**config.mk**
```make
export PLATFORM = sky130hd
export DESIGN_NAME = step_sequencer
export DESIGN_NICKNAME = d
export VERILOG_FILES = /design/src/rtl/step_pkg.sv /design/src/rtl/speed_sync.sv /design/src/rtl/step_sequencer.sv
export SDC_FILE = /design/constraint.sdc
export NUM_CORES = 1
export LEC_CHECK = 0
export CORE_MARGIN = 1.5
export CORE_UTILIZATION = 25
export CTS_BUF_LIST = sky130_fd_sc_hd__clkbuf_16
export CTS_CLUSTER_DIAMETER = 120
export DETAILED_ROUTE_END_ITERATION = 8
export GPL_TIMING_DRIVEN = 0
export PLACE_DENSITY = 0.52
export SKIP_LAST_GASP = 1
export SLEW_MARGIN = 10
export SYNTH_ARGS = -nofsm -noshare
export SYNTH_HDL_FRONTEND = slang
export SYNTH_HIERARCHICAL = 1
export SYNTH_SLANG_ARGS = --single-unit
```
**constraint.sdc**
```tcl
create_clock -name clk -period 4.85 [get_ports clk]
set_clock_uncertainty 0.1 [all_clocks]
set_input_delay 0.485 -clock clk [delete_from_list [all_inputs] [get_ports clk]]
set_output_delay 0.485 -clock clk [all_outputs]
set_load 0.02 [all_outputs]
```
**src/rtl/step_pkg.sv**
```systemverilog
// Shared constants for the stepper sequencer: coil pattern table,
// default speed clamp and direction encoding.
package step_pkg;

  localparam int MAX_SPEED_DEF = 6;

  localparam logic FWD = 1'b1;
  localparam logic REV = 1'b0;

  // Even entries are single-coil wave drive, odd entries the in-between half steps.
  localparam logic [3:0] COIL_TABLE [8] = '{
    4'b1000, 4'b1100, 4'b0100, 4'b0110,
    4'b0010, 4'b0011, 4'b0001, 4'b1001
  };

endpackage

```
**src/rtl/speed_sync.sv**
```systemverilog
// Brings the key-clocked speed code into the clk domain, waits for it to be
// stable across two synchronised samples, then clamps it to MAX_SPEED.
module speed_sync
  import step_pkg::*;
#(
  parameter int MAX_SPEED = MAX_SPEED_DEF
) (
  input  logic       clk,
  input  logic       rst,
  input  logic [3:0] speedValue,
  output logic [2:0] effSpeed
);

  localparam logic [3:0] MAX4 = 4'(MAX_SPEED);

  logic [3:0] sync1_reg;
  logic [3:0] sync2_reg;
  logic [2:0] eff_reg;
  logic [2:0] eff_next;

  always_comb begin
    eff_next = eff_reg;
    // sync1 holds the sample that follows sync2, so equality means two
    // consecutive synchronised samples agreed.
    if (sync1_reg == sync2_reg) begin
      if (sync2_reg > MAX4) eff_next = MAX4[2:0];
      else                  eff_next = sync2_reg[2:0];
    end
  end

  always_ff @(posedge clk or negedge rst) begin
    if (!rst) begin
      sync1_reg <= '0;
      sync2_reg <= '0;
      eff_reg   <= '0;
    end else begin
      sync1_reg <= speedValue;
      sync2_reg <= sync1_reg;
      eff_reg   <= eff_next;
    end
  end

  assign effSpeed = eff_reg;

endmodule

```
**src/rtl/step_sequencer.sv**
```systemverilog
// Stepper coil sequencer: phase accumulator sets the step rate from the
// qualified speed code; each carry advances the coil pattern and position.
module step_sequencer
  import step_pkg::*;
#(
  parameter int ACC_W     = 24,
  parameter int INC       = 64,
  parameter int MAX_SPEED = MAX_SPEED_DEF
) (
  input  logic        clk,
  input  logic        rst,
  input  logic        enable,
  input  logic        dir,
  input  logic        halfStep,
  input  logic [3:0]  speedValue,
  output logic [3:0]  coils,
  output logic        stepPulse,
  output logic [15:0] position
);

  localparam int AW1 = ACC_W + 1;

  logic [2:0]       eff_speed;
  logic [ACC_W-1:0] acc_reg, acc_next;
  logic [2:0]       idx_reg, idx_next;
  logic [15:0]      pos_reg, pos_next;
  logic [3:0]       coils_reg, coils_next;
  logic             pulse_reg, pulse_next;
  logic [ACC_W:0]   step_inc;
  logic [ACC_W:0]   acc_sum;

  speed_sync #(
    .MAX_SPEED (MAX_SPEED)
  ) u_speed_sync (
    .clk        (clk),
    .rst        (rst),
    .speedValue (speedValue),
    .effSpeed   (eff_speed)
  );

  assign step_inc = AW1'(eff_speed) * AW1'(INC);
  assign acc_sum  = {1'b0, acc_reg} + step_inc;

  always_comb begin
    acc_next   = acc_reg;
    idx_next   = idx_reg;
    pos_next   = pos_reg;
    pulse_next = 1'b0;
    // Disable wins over a coincident carry; idx and position simply hold.
    if (!enable) begin
      acc_next = '0;
    end else if (eff_speed != 3'd0) begin
      acc_next = acc_sum[ACC_W-1:0];
      if (acc_sum[ACC_W]) begin
        pulse_next = 1'b1;
        if (halfStep) begin
          idx_next = (dir == REV) ? idx_reg - 3'd1 : idx_reg + 3'd1;
        end else if (dir == REV) begin
          idx_next = ((idx_reg + 3'd1) & 3'b110) - 3'd2;
        end else begin
          idx_next = (idx_reg & 3'b110) + 3'd2;
        end
        pos_next = (dir == FWD) ? pos_reg + 16'd1 : pos_reg - 16'd1;
      end
    end
    coils_next = enable ? COIL_TABLE[idx_next] : 4'b0000;
  end

  always_ff @(posedge clk or negedge rst) begin
    if (!rst) begin
      acc_reg   <= '0;
      idx_reg   <= '0;
      pos_reg   <= '0;
      coils_reg <= '0;
      pulse_reg <= 1'b0;
    end else begin
      acc_reg   <= acc_next;
      idx_reg   <= idx_next;
      pos_reg   <= pos_next;
      coils_reg <= coils_next;
      pulse_reg <= pulse_next;
    end
  end

  assign coils     = coils_reg;
  assign stepPulse = pulse_reg;
  assign position  = pos_reg;

endmodule

```
==> flow_summary.yaml <==
yosys:
  synth_area_um2: 3120
  avgSynthCellArea_um2: 9.661
  synth_top_area_cell: "dfrtp_1"
  synth_nets: 353
  synth_area_leaders: "dfrtp_1 (43%), ha_1 (7.6%), xnor2_1 (4.8%)"
  synth_top_cell_area_share_pct: 42.50
  synth_cell_types: 50
  yosys-top-cells-count: "dfrtp_1 (53), nand2_1 (38), nor2_1 (30)"
  synth-seq-cells: 53
  async_reset_ff_share_pct: 100.0
  yosysMostFrequentCell: "dfrtp_1"
  yosys_warnings: 6
  ys_seq_area_share_pct: 42.50
  synth_edf_count: 0
  ys.flop_type: "dfrtp_1"
  synthCells: 323
clocking:
  clkTransAtPathRegs_ns: 0.07
  cts_max_level: 2
  cts_tree: "yes"
  insertion_delay_ns: 0.30
  clock_path_buffers: 2
  root_buffer: "clkbuf_16"
  holdBufCountCts: 0
  numCtsBuffers: 5
  post_cts_resized: 0
  post_cts_buffers: 0
  clock_sinks: 53
floorplanning:
  die_w_um: 114.7
  die_y_um: 114.7
  die_area_um2: 13160
  core_area_um2: 12110
  ios: 30
  num_rows: 40
  start_util_pct: 25.76
setup_path:
  cpPeakStageDelay_ns: 0.57
  rr_worst_depth: 9
  cp.required_ns: 4.92
  crit_arrival_ns: 3.51
  crit_path_max_fanout: 18
  crit_chain: "clkdlybuf4s50_1, inv_1, ha_1, a21oi_1, o2111ai_1, a211oi_1, and4_1, o31ai_1, xnor2_1"
  cp_slowest_cell: "inv_1"
  worstSetupStartpointType: "primary input"
  worstSetupPathType: "in2reg"
  endpoint_kind: "flip-flop"
global_routing:
  grt_antenna_before_repair: 0
  grt_use_total_pct: 10.81
  grt_pass1_wl_um: 11450
  grt_overflow: 0
  grt_pass1_vias: 2453
  grt_max_degree: 54
route:
  vias: 2365
  ant_nets: 0
  wire_per_inst_um: 12.43
  first_pass_iters: 4
  drc: 0
  avgViaCountPerCell: 4.479
  drt_iter0_drc: 124
  wl_um: 6563
sta:
  whs_ns: 0.1433
  fin_crit_ns: 3.437
  finalCritPeriodShare_pct: 70.87
  setup_violations: 0
  slew_headroom_pct: 52.19
  setup_tns_ns: 0
  rsz0062_at_grt: "no"
  worst_slew_pin_slew_ns: 0.7106
  max_freq_mhz: 290.9
  drv_slew: 0
  finalHoldViolCount: 0
finish:
  diodes: 0
  largest_reg_flops: 18
  stdcell_area_um2: 3769
  drive_gt1_share_pct: 5.278
  syn2layout_area_growth_pct: 20.77
  nets: 389
placement:
  io_buffers: 29
  place_area_um2: 3618
  hpwl_um: 4699
  gp_congestion: 0.8319
job:
  cap_violations: 0
status:
  status: "finished, final reports clean"
power_and_ir_drop:
  powerDensity_nw_per_um2: 272.3
  finalPower_w: 0.001026
  vdd_ir_drop_max_mv: 0.1278
  power.leakage_nw: 1.711
worst_hold_path:
  hp-class: "in2async"
final timing paths:
| kind | end | from | slack [ns] |
|---|---|---|---|
| max | position[15] | dir | 1.41 |
| min | acc_reg[17] | rst | 0.14 |
| max reg2reg | coils[1] | u_speed_sync/effSpeed[0] | 2.09 |
| min reg2reg | u_speed_sync/sync2_reg[1] | u_speed_sync/sync1_reg[1] | 0.30 |
| max in group asynchronous | u_speed_sync/sync2_reg[3] | rst | 4.05 |
| min in group clk | u_speed_sync/sync2_reg[1] | u_speed_sync/sync1_reg[1] | 0.30 |
layout by cell type, fill, tap and decap left out, types with 3 or more instances in the layout:
master / netlist / layout
and2_1: 3 / 3
nor3b_1: 3 / 3
dfrtp_1: 53 / 53
nor2b_1: 4 / 4
a21o_1: 10 / 10
nand2_1: 38 / 38
a21oi_1: 15 / 15
xor2_1: 17 / 17
and3_1: 5 / 5
clkbuf_16: 0 / 5
clkdlybuf4s50_1: 0 / 28
xnor2_1: 17 / 17
nor3_1: 6 / 6
nand4_1: 7 / 7
and4_1: 3 / 3
mux2i_1: 5 / 5
o21ai_0: 18 / 18
inv_1: 18 / 18
ha_1: 19 / 19
nand3_1: 8 / 8
a31oi_1: 3 / 3
nor2_1: 30 / 30
a211oi_1: 4 / 4
cell type report:
type	instances	area, µm²
Inverter	19	71.32
Clock buffer	5	125.1
Sequential cell	53	1326
Timing Repair Buffer	29	287.8
Tap cell	168	210.2
Clock inverter	3	25.02
Multi-Input combinational cell	245	1692
Buffer	6	31.28
Fill cell	1300	8343
per-stage QoR:
stage | setup slack, ns | utilization, % | cells
floorplan | 2.245 | - | 323
global placement | 1.118 | 29.90 | 520
detailed placement | 1.093 | 29.88 | 520
CTS | 1.408 | 31.12 | 528
global route | 1.169 | 31.12 | 528
finish | 1.413 | 31.12 | 528
cell families (layout without fill, tap and decap cells):
family,count (synthesis),after routing,synth area share (%)
AOI/OAI and AO/OA,66,66,14.07
DFF,53,53,42.50
xor gates and xnor gates,34,34,9.543
adders and majority gates,21,21,8.901
buffers and inverters,25,62,3.288
muxes,8,8,3.288
and+or+nand+nor,116,116,18.40
power breakdown:
part | internal [W] | leakage [nW] | switching [W]
Sequential | 0.000467 | 0.704 | 0.0000235
Clock | 0.000194 | 0.0704 | 0.000172
Combinational | 0.0000713 | 0.936 | 0.0000980
worst max-delay path, delay by kind of cell:
family	cells	cell delay (ns)
AO/OA/AOI/OAI	4	1.17
XOR/XNOR	1	0.13
adder cells (fa/ha/maj)	1	0.35
AND/OR/NAND/NOR	1	0.26
buffers and inverters	2	1.10
routing by layer:
| layer | vias to the layer above | part of all wire (%) | track usage, % |
|---|---|---|---|
| li1 | 1205 | - | - |
| met1 | 1123 | 51 | 14.67 |
| met2 | 30 | 45 | 17.60 |
| met3 | 7 | 3.0 | 2.488 |
| met4 | 0 | 0.91 | 2.551 |
| met5 | - | 0 | 0 |
No activity file was read; power rests on OpenSTA's default activity.
